<file path="config.mk">
export PLATFORM = sky130hd
export DESIGN_NAME = word_splitter_seq
export DESIGN_NICKNAME = d
export VERILOG_FILES = /design/src/rtl/word_splitter_seq.sv
export SDC_FILE = /design/constraint.sdc
export NUM_CORES = 1
export LEC_CHECK = 0
export CORE_ASPECT_RATIO = 1.5
export CORE_MARGIN = 2
export CORE_UTILIZATION = 46
export CTS_CLUSTER_SIZE = 24
export DETAILED_ROUTE_END_ITERATION = 10
export HOLD_SLACK_MARGIN = 0.1
export PLACE_DENSITY = 0.74
export SLEW_MARGIN = 40
export SYNTH_ARGS = -nofsm -noshare
export SYNTH_HDL_FRONTEND = slang
export SYNTH_SLANG_ARGS = --single-unit
</file>
<file path="constraint.sdc">
create_clock -name clk -period 1.73 [get_ports clk]
set_input_delay 0.346 -clock clk [delete_from_list [all_inputs] [get_ports clk]]
set_output_delay 0.346 -clock clk [all_outputs]
set_load 0.005 [all_outputs]
</file>
<file path="src/rtl/word_splitter_seq.sv">
// Sequential word splitter: accepts a WIDTH-bit word over valid/ready and emits
// WIDTH/LANE chunks, MSB- or LSB-first. Optional word counter under WORD_SPLITTER_CNT_EN.
module word_splitter_seq #(
    parameter int unsigned WIDTH = 32,
    parameter int unsigned LANE  = 8,
    parameter int unsigned IDXW  = 2
) (
    input  logic             clk,
    input  logic             reset,
    input  logic             in_valid,
    output logic             in_ready,
    input  logic [WIDTH-1:0] in_data,
    input  logic             msb_first,
    output logic             out_valid,
    input  logic             out_ready,
    output logic [LANE-1:0]  out_data,
    output logic [IDXW-1:0]  out_idx,
    output logic             out_last
`ifdef WORD_SPLITTER_CNT_EN
    ,
    output logic [15:0]      word_cnt
`endif
);

    localparam int unsigned N = WIDTH / LANE;
    localparam logic [IDXW-1:0] LAST_IDX = IDXW'(N - 1);

    typedef enum logic [0:0] {
        IDLE = 1'b0,
        SEND = 1'b1
    } state_t;

    state_t            state;
    logic [WIDTH-1:0]  shreg;
    logic              order_msb;

    logic              in_fire;
    logic              out_fire;
    logic [WIDTH-1:0]  shreg_shifted;
    logic [IDXW-1:0]   idx_next;

    // Chunk 0 of a word in the requested order
    function automatic logic [LANE-1:0] head_chunk(input logic [WIDTH-1:0] w,
                                                   input logic msb);
        return msb ? w[WIDTH-1 -: LANE] : w[LANE-1:0];
    endfunction

    assign in_ready      = (state == IDLE) || (out_valid && out_ready && out_last);
    assign in_fire       = in_valid && in_ready;
    assign out_fire      = out_valid && out_ready;
    assign shreg_shifted = order_msb ? (shreg << LANE) : (shreg >> LANE);
    assign idx_next      = out_idx + IDXW'(1);

    always_ff @(posedge clk) begin
        if (reset) begin
            state     <= IDLE;
            shreg     <= '0;
            order_msb <= 1'b0;
            out_valid <= 1'b0;
            out_data  <= '0;
            out_idx   <= '0;
            out_last  <= 1'b0;
        end else if (in_fire) begin
            // New word: present chunk 0 next cycle, even when finishing the previous word
            state     <= SEND;
            shreg     <= in_data;
            order_msb <= msb_first;
            out_valid <= 1'b1;
            out_data  <= head_chunk(in_data, msb_first);
            out_idx   <= '0;
            out_last  <= (N == 1);
        end else if (out_fire) begin
            if (out_last) begin
                state     <= IDLE;
                out_valid <= 1'b0;
                out_idx   <= '0;
                out_last  <= 1'b0;
            end else begin
                shreg     <= shreg_shifted;
                out_data  <= head_chunk(shreg_shifted, order_msb);
                out_idx   <= idx_next;
                out_last  <= (idx_next == LAST_IDX);
            end
        end
    end

`ifdef WORD_SPLITTER_CNT_EN
    // Completed-word counter, wraps naturally at 16 bits
    always_ff @(posedge clk) begin
        if (reset) begin
            word_cnt <= '0;
        end else if (out_fire && out_last) begin
            word_cnt <= word_cnt + 16'd1;
        end
    end
`endif

endmodule

</file>
==> results.toml, run 1 <==
[cells_and_area]
area_growth_pct = 34.06
mostFrequentLayoutCell = "clkdlybuf4s50_1"
fin_nets = 362
drive_gt1_frac = 0.1785
diodes = 0
postLayoutCoreUtil = 0.6420
final_cell_mix = "48 x clkdlybuf4s50_1, 43 x nor2_1, 43 x dfxtp_1"
instances_no_fill = 391

[pwr]
power_density_nw_per_um2 = 735.5
power.leakage_nw = 1.164
irDropWorstVdd_mv = 0.6903

[synthesis]
ys_ff_latch = 45
seq_area_frac_synth = 0.3911
synth_fp_nets = 300
synth_warnings = 0
avgSynthCellArea_um2 = 8.792
netlist_instances = 262
yosysUniqueCellTypes = 33
synth_area_um2 = 2303

[route]
wirelength_um = 5910
final_antenna_net_count = 0
avgViaCountPerCell = 5.509
num_vias = 2154
drtIter0Drc = 104
wl_per_cell_um = 15.12
drc_errors = 0
drt-pass1-iter-count = 4

[placement]
dp_cells = 382
io_buffers = 49
place.detailed.hpwl_um = 4376
gp_congestion = 0.8476

[critical_path]
cp.required_ns = 1.38
cp_max_fo = 5
critPathLaunchType = "flip-flop"
arrival_ns = 1.32
end_kind = "primary output"
crit_type = "reg2out"

[sta]
finalHoldViolCount = 0
rsz0062_at_grt = "no"
slew-limit-headroom = 0.5721
tightestPinTransition_ns = 0.6411
period_needed_ns = 1.664
tns_ns = 0
skew_ns = 0.006413
whs_ns = 0.4394
finalSetupViolations = 0
max_freq_mhz = 600.9
post-route-period-util = 0.9620
drv_slew = 0

[clock_network]
htreeDepth = 2
clk_transition_reported_paths_ns = 0.09
hold_buffers = 0
cts_buffer_depth = 2
insertion_delay_ns = 0.30
tritoncts = "done"
cts_inserted_buffers = 5
cts_root_buf = "clkbuf_8"
cts_sinks = 45

[floorplan]
fp-row-count = 31
floorplan.initialDensity = 0.4789
fp.dieW_um = 61.78
dieArea_um2 = 5601
io_pins = 50
fp.dieH_um = 90.67
core-area_um2 = 4810

[grt]
track_usage = 0.2243
grt_overflow = 0
grt_pass1_wl_um = 9522
antenna_found_initial = 0
grt_pass1_vias = 2094
grt_max_degree = 26

[min_path]
holdCritPathClass = "reg2reg"

[status]
status = "completed"

[flow_run]
cap_violations = 0
## kinds of logic after synthesis
logic type,count (synthesis),share of synthesized area
adder cells (fa/ha/maj),1,0.005431
AND/OR/NAND/NOR,105,0.2102
AO/OA/AOI/OAI,60,0.1988
buffers and inverters,20,0.05269
multiplexers,31,0.1418
flip-flops,45,0.3911
## cell usage after synthesis
master,count,area [um2]
a221oi_2,3,45.04
o21ai_4,1,16.27
buf_1,2,7.510
clkbuf_1,3,11.26
nand3b_1,5,37.54
nand2b_2,1,8.760
mux2_2,13,146.4
buf_4,7,52.55
dfxtp_1,45,900.9
a221oi_1,13,113.9
a22oi_1,14,105.1
nor2_1,43,161.4
nor3b_2,2,25.02
and2_1,1,6.260
o21ai_0,10,50.05
nand2_1,38,142.6
inv_1,2,7.510
nor2b_1,3,18.77
o211ai_1,5,37.54
and2b_4,1,10.01
a21boi_2,1,11.26
nor3b_1,1,7.510
nand3b_4,1,20.02
a21oi_1,7,35.03
nand3_1,3,15.01
a31oi_1,5,31.28
or2_2,1,6.260
ha_1,1,12.51
o22ai_2,1,12.51
nor3_1,5,25.02
buf_2,4,20.02
mux2i_1,18,180.2
buf_6,2,22.52
## critical path, cell delays in order, from the launching register on
cell and delay (ns):
dfxtp_4 0.39, buf_4 0.14, clkdlybuf4s50_1 0.49
## power breakdown
part	internal, W	leakage (nW)	switching, W	total, W
clock network	0.000286	0.0385	0.000359	0.000645
logic	0.000270	0.755	0.000212	0.000482
registers	0.00110	0.370	0.0000471	0.00114
total	0.00165	1.16	0.000618	0.00227
## metrics by stage
step	area [um2]	setup WS, ns	total power, W
5_1_grt	3088	0.01124	0.002379
3_3_place_gp	2975	-0.3283	0.001633
4_1_cts	3080	0.02497	0.002284
3_5_place_dp	2982	-0.2493	0.001645
6_report	3088	0.06578	0.002271
2_1_floorplan	2303	0.3803	0.001421
## worst paths after layout
check                               start         to  slack [ns]  depth (start not counted)
worst min register to register  shreg[24]  shreg[24]        0.44                          2
worst min-delay path            shreg[24]  shreg[24]        0.44                          2
worst max-delay path             out_last   out_last        0.07                          2
worst max register to register      state  shreg[27]        0.23                          5
## registers in the layout, indices dropped and copies added, names as in the netlist
register,cells
shreg,32
state,1
order_msb,1
out_data,8
out_idx,2
out_last,1
## layout make-up
| class | instances | area [um2] |
|---|---|---|
| Sequential cell | 45 | 905.9 |
| Multi-Input combinational cell | 197 | 1297 |
| Inverter | 2 | 7.507 |
| Clock buffer | 7 | 76.32 |
| Tap cell | 66 | 82.58 |
| Timing Repair Buffer | 73 | 710.7 |
| Fill cell | 467 | 1722 |
| Clock inverter | 1 | 7.507 |
## layer usage
metal / track usage / up-vias / wire, um
met4: 0.08511 / 0 / 95
met3: 0.04585 / 9 / 235
met2: 0.3763 / 58 / 3165
met1: 0.2692 / 1025 / 2412
li1: - / 1062 / -
met5: 0 / - / 0
## what timing repair did
action                                  4_1_cts  5_1_grt
buffers inserted                              1        0
endpoints found under the setup margin        2        2
resized for setup                             3        3
pin swaps                                     1        0
(Power assumes the default switching activity.)
==> inputs of run 2 (changes only) <==
--- a/config.mk
+++ b/config.mk
@@ -8,10 +8,11 @@
 export CORE_ASPECT_RATIO = 1.5
 export CORE_MARGIN = 2
 export CORE_UTILIZATION = 46
+export CTS_CLUSTER_DIAMETER = 60
 export CTS_CLUSTER_SIZE = 24
 export DETAILED_ROUTE_END_ITERATION = 10
 export HOLD_SLACK_MARGIN = 0.1
-export PLACE_DENSITY = 0.74
+export PLACE_DENSITY = 0.83
 export SLEW_MARGIN = 40
 export SYNTH_ARGS = -nofsm -noshare
 export SYNTH_HDL_FRONTEND = slang
==> run 2 against run 1 <==
Effect of this change:
- flip-flop and latch count is the same
- critical endpoint is now out_valid
- via count grew 3.5%
- clock skew up 0.0024 ns
- worst setup slack worse by 0.028 ns
- fmax fell by 1.7%
- die area unchanged
- design area grew 0.12%
==> results.toml, run 2 (synthesis results as in run 1) <==
[status]
status = "completed"

[critical_path]
critical-path-top-delay-family = "buffers and inverters"
r2r-start = "state"
crit_type = "reg2out"
cp_max_fo = 11
arrival_ns = 1.35
r2r-end = "shreg[24]"
critPathLaunchType = "flip-flop"
regToRegSetupSlack_ns = 0.18
max_stage_delay_ns = 0.52
cp_num_buf_inv = 2
rr_worst_depth = 5
cp.required_ns = 1.38
crit_slowest_cell = "clkdlybuf4s50_1"
cp_cell_sequence = "buf_4 -> clkdlybuf4s50_1"
end_kind = "primary output"

[route]
drtIter0Drc = 124
avgViaCountPerCell = 5.657
wl_per_cell_um = 15.32
num_vias = 2229
drc_errors = 0
final_antenna_net_count = 0
wirelength_um = 6037
drt-pass1-iter-count = 4

[grt]
grt_max_degree = 26
grt_overflow = 0
grt_pass1_wl_um = 9791
grt_pass1_vias = 2151
antenna_found_initial = 0
track_usage = 0.2264

[sta]
skew_ns = 0.008801
max_freq_mhz = 590.9
finalSetupViolations = 0
drv_slew = 0
tightestPinTransition_ns = 0.6603
whs_ns = 0.4408
finalHoldViolCount = 0
tns_ns = 0
slew-limit-headroom = 0.5593
post-route-period-util = 0.9782
rsz0062_at_grt = "no"
period_needed_ns = 1.692

[placement]
placed_area_um2 = 2990
io_buffers = 49
dp_cells = 384
place.detailed.hpwl_um = 4460
gp_congestion = 0.8453

[pwr]
power.leakage_nw = 1.174
power_density_nw_per_um2 = 729.3
irDropWorstVdd_mv = 0.4605

[cells_and_area]
instances_no_fill = 394
fin_nets = 365
mostFrequentLayoutCell = "clkdlybuf4s50_1"
postLayoutCoreUtil = 0.6428
largest_reg_flops = 32
regArea_um2 = 902.1
regMostFlops = "shreg"
largestRegisters = "shreg: 32 flops, out_data: 8 flops, out_idx: 2 flops"
drive_gt1_frac = 0.1799
final_cell_mix = "48 x clkdlybuf4s50_1, 44 x dfxtp_1, 43 x nor2_1"
area_growth_pct = 34.22
stdcell_area_um2 = 3092
diodes = 0
nFillCells = 413
multi_input_area_um2 = 1290

[floorplan]
fp.dieW_um = 61.78
core-area_um2 = 4810
fp.dieH_um = 90.67
io_pins = 50
fp-row-count = 31
floorplan.initialDensity = 0.4789
dieArea_um2 = 5601

[clock_network]
htreeDepth = 2
clk_transition_reported_paths_ns = 0.08
cts_inserted_buffers = 5
hold_buffers = 0
cts_root_buf = "clkbuf_8"
insertion_delay_ns = 0.30
cts_sinks = 45
cts_buffer_depth = 2
tritoncts = "done"

[min_path]
hold_end = "shreg[25]"
hold_start = "shreg[25]"
min_path_cells = 2
holdCritPathClass = "reg2reg"

[flow_run]
cap_violations = 0
run 2: worst max path at each step:
| stage | start | end | slack [ns] | cells past startpoint |
|---|---|---|---|---|
| 2_1_floorplan | state | shreg[19] | 0.38 | 6 |
| 3_3_place_gp | out_ready | shreg[26] | -0.34 | 5 |
| 3_5_place_dp | out_ready | shreg[24] | -0.46 | 5 |
| 4_1_cts | reset | shreg[24] | -0.02 | 4 |
| 5_1_grt | state | out_valid | 0.007 | 2 |
| 6_report | state | out_valid | 0.04 | 2 |
run 2: through the flow:
step                total power [W]  setup slack (ns)
global route               0.002357          0.007032
global placement           0.001630           -0.3358
finish                     0.002255           0.03775
CTS                        0.002258          -0.02104
detailed placement         0.001646           -0.4585
floorplan                  0.001421            0.3803
run 2: tightest hold or removal path, cell delays in order, from the launching register on:
cell,delay (ns)
dfxtp_1,0.31
nand2_1,0.05
nand2_1,0.04
run 2: where the power goes:
group / switching (W) / leakage (nW) / internal, W / total (W)
registers: 0.0000478 / 0.370 / 0.00110 / 0.00115
logic: 0.000216 / 0.765 / 0.000272 / 0.000488
clock network: 0.000333 / 0.0395 / 0.000287 / 0.000620
run 2: timing repair:
| item | 4_1_cts | 5_1_grt |
|---|---|---|
| gates resized for setup | 1 | 1 |
| setup buffers | 1 | 1 |
| endpoints found under the setup margin | 15 | 2 |
| gates cloned | 0 | 0 |
| pin swaps | 1 | 1 |
| hold endpoints to repair | 0 | 0 |
run 2: layer usage:
layer | share of wire | vias up | global-route usage
li1 | - | 1069 | -
met1 | 0.40 | 1063 | 0.2536
met2 | 0.53 | 81 | 0.3921
met3 | 0.047 | 16 | 0.04298
met4 | 0.025 | 0 | 0.1011
met5 | 0 | - | 0
run 2: cell type report:
cell class / instances / area share
repair buffers: 76 / 0.2359
multi-input cells: 197 / 0.4172
flip-flops and latches: 45 / 0.2918
clock buffers: 8 / 0.02590
inverters: 2 / 0.002428
well taps: 66 / 0.02671
==> inputs of run 3 (changes only) <==
--- a/config.mk
+++ b/config.mk
@@ -13,6 +13,7 @@
 export DETAILED_ROUTE_END_ITERATION = 10
 export HOLD_SLACK_MARGIN = 0.1
 export PLACE_DENSITY = 0.83
+export RECOVER_POWER = 100
 export SLEW_MARGIN = 40
 export SYNTH_ARGS = -nofsm -noshare
 export SYNTH_HDL_FRONTEND = slang
==> run 3 against run 2 <==
Effect of this change:
- global-route usage stayed put
- total power down 0.80%
- via count up 1.3%
- utilization down 0.60 points
- non-clock buffer count unchanged
- flip-flop and latch count did not move
- combinational power down 3%
- critical endpoint unchanged
- clock power about the same
- clock skew up 0.00076 ns
- register-to-register slack about the same
- hold slack got worse by 0.0031 ns
- critical path depth unchanged
==> results.toml, run 3 (synthesis results as in run 1) <==
[sta]
period_needed_ns = 1.690
max_freq_mhz = 591.7
post-route-period-util = 0.9769
setup_slack_ns = 0.04004
whs_ns = 0.4378
drv_slew = 0
skew_ns = 0.009563
slew-limit-headroom = 0.5563
tightestPinTransition_ns = 0.6648
finalHoldViolCount = 0
rsz0062_at_grt = "no"
finalSetupViolations = 0

[critical_path]
crit_type = "reg2out"
rr_worst_depth = 5
r2r-end = "shreg[24]"
regToRegSetupSlack_ns = 0.17
arrival_ns = 1.34
startpoint = "state"
cp.required_ns = 1.38
r2r-start = "state"
max_stage_delay_ns = 0.52
crit_slowest_cell = "clkdlybuf4s50_1"
cp_max_fo = 11
cp_cell_sequence = "buf_4 -> clkdlybuf4s50_1"
critPathLaunchType = "flip-flop"
end_kind = "primary output"

[cells_and_area]
diodes = 0
nFillCells = 420
stdcell_area_um2 = 3063
mostFrequentLayoutCell = "dfxtp_1"
fin_nets = 365
largest_reg_flops = 32
final_cell_mix = "44 x dfxtp_1, 43 x nor2_1, 38 x nand2_1, 38 x clkdlybuf4s50_1, 18 x mux2i_1"
drive_gt1_frac = 0.1616
area_growth_pct = 32.97
largestRegisters = "shreg: 32 flops, out_data: 8 flops, out_idx: 2 flops"
regMostFlops = "shreg"

[floorplan]
fp.dieW_um = 61.78
io_pins = 50
fp-row-count = 31
core-area_um2 = 4810
dieArea_um2 = 5601
floorplan.initialDensity = 0.4789
fp.dieH_um = 90.67

[min_path]
hold_end = "shreg[24]"
min_path_cells = 2
holdCritPathClass = "reg2reg"
hold_start = "shreg[24]"

[pwr]
power.leakage_nw = 1.185
switchingPower_w = 0.0005905
irDropWorstVdd_mv = 0.4609
p_sw_frac = 0.2640
pwr-share-seq = 0.512
internal-power_w = 0.001646
power_density_nw_per_um2 = 730.3
comb_power_share = 0.212
p_clk_frac = 0.276

[clock_network]
tritoncts = "done"
cts_root_buf = "clkbuf_8"
hold_buffers = 0
cts_inserted_buffers = 5
clk_transition_reported_paths_ns = 0.08
cts_buffer_depth = 2
htreeDepth = 2
cts_sinks = 45
insertion_delay_ns = 0.30

[route]
drt-pass1-iter-count = 7
avgViaCountPerCell = 5.731
drtIter0Drc = 107
num_vias = 2258
final_antenna_net_count = 0
wirelength_um = 6040
wl_per_cell_um = 15.33
drc_errors = 0

[placement]
pre_cts_slack_ns = -0.4585
place.detailed.hpwl_um = 4460
io_buffers = 49
gp_congestion = 0.8453
placed_area_um2 = 2990

[grt]
antenna_found_initial = 0
grt_overflow = 0
grt_max_degree = 26
track_usage = 0.2264
grt_pass1_wl_um = 9791
grt_pass1_vias = 2151

[flow_run]
cap_violations = 0

[status]
status = "completed"
run 3: metrics by stage:
| step | TNS, ns | util | instances | power (W) |
|---|---|---|---|---|
| 3_3_place_gp | -4.984 | 0.6217 | 384 | 0.001630 |
| 3_5_place_dp | -7.146 | 0.6217 | 384 | 0.001646 |
| 5_1_grt | 0 | 0.6368 | 394 | 0.002343 |
| 6_report | 0 | 0.6368 | 394 | 0.002237 |
| 2_1_floorplan | 0 | - | 262 | 0.001421 |
| 4_1_cts | -0.02104 | 0.6397 | 393 | 0.002258 |
run 3: timing repair:
item	4_1_cts	5_1_grt
pin swaps	1	1
setup buffers	1	1
setup endpoints to repair	15	2
resized for setup	1	1
run 3: layout make-up:
class	instances	area, um2	share of cell area
Timing Repair Buffer	76	709.4	0.2316
Inverter	2	7.507	0.002451
Tap cell	66	82.58	0.02696
Clock buffer	8	80.08	0.02614
Sequential cell	45	902.1	0.2945
Multi-Input combinational cell	197	1281	0.4183
run 3: worst max-delay path, delay by kind of cell, from the launching register on:
kind	cells	cell delay, ns
buffers and inverters	2	0.71
DFF	1	0.34
run 3: worst max path at each step:
stage	end	slack [ns]	cells after the start
global route	out_valid	0.007	2
CTS	shreg[24]	-0.02	4
floorplan	shreg[19]	0.38	6
detailed placement	shreg[24]	-0.46	5
global placement	shreg[26]	-0.34	5
finish	out_valid	0.04	2
run 3: power groups by stage:
stage | sequential, W | clock [W] | combinational [W]
after detailed placement | 0.00117 | 0 | 0.000478
final | 0.00114 | 0.000617 | 0.000475
after global placement | 0.00117 | 0 | 0.000464
after global routing | 0.00115 | 0.000675 | 0.000516
after CTS | 0.00114 | 0.000631 | 0.000482
after floorplan | 0.00116 | 0 | 0.000263
run 3: metal layers:
layer | global-route usage | share of wire | routed length, um
met1 | 0.2536 | 0.39 | 2375
met2 | 0.3921 | 0.53 | 3229
met3 | 0.04298 | 0.050 | 303
met4 | 0.1011 | 0.022 | 131
met5 | 0 | 0 | 0
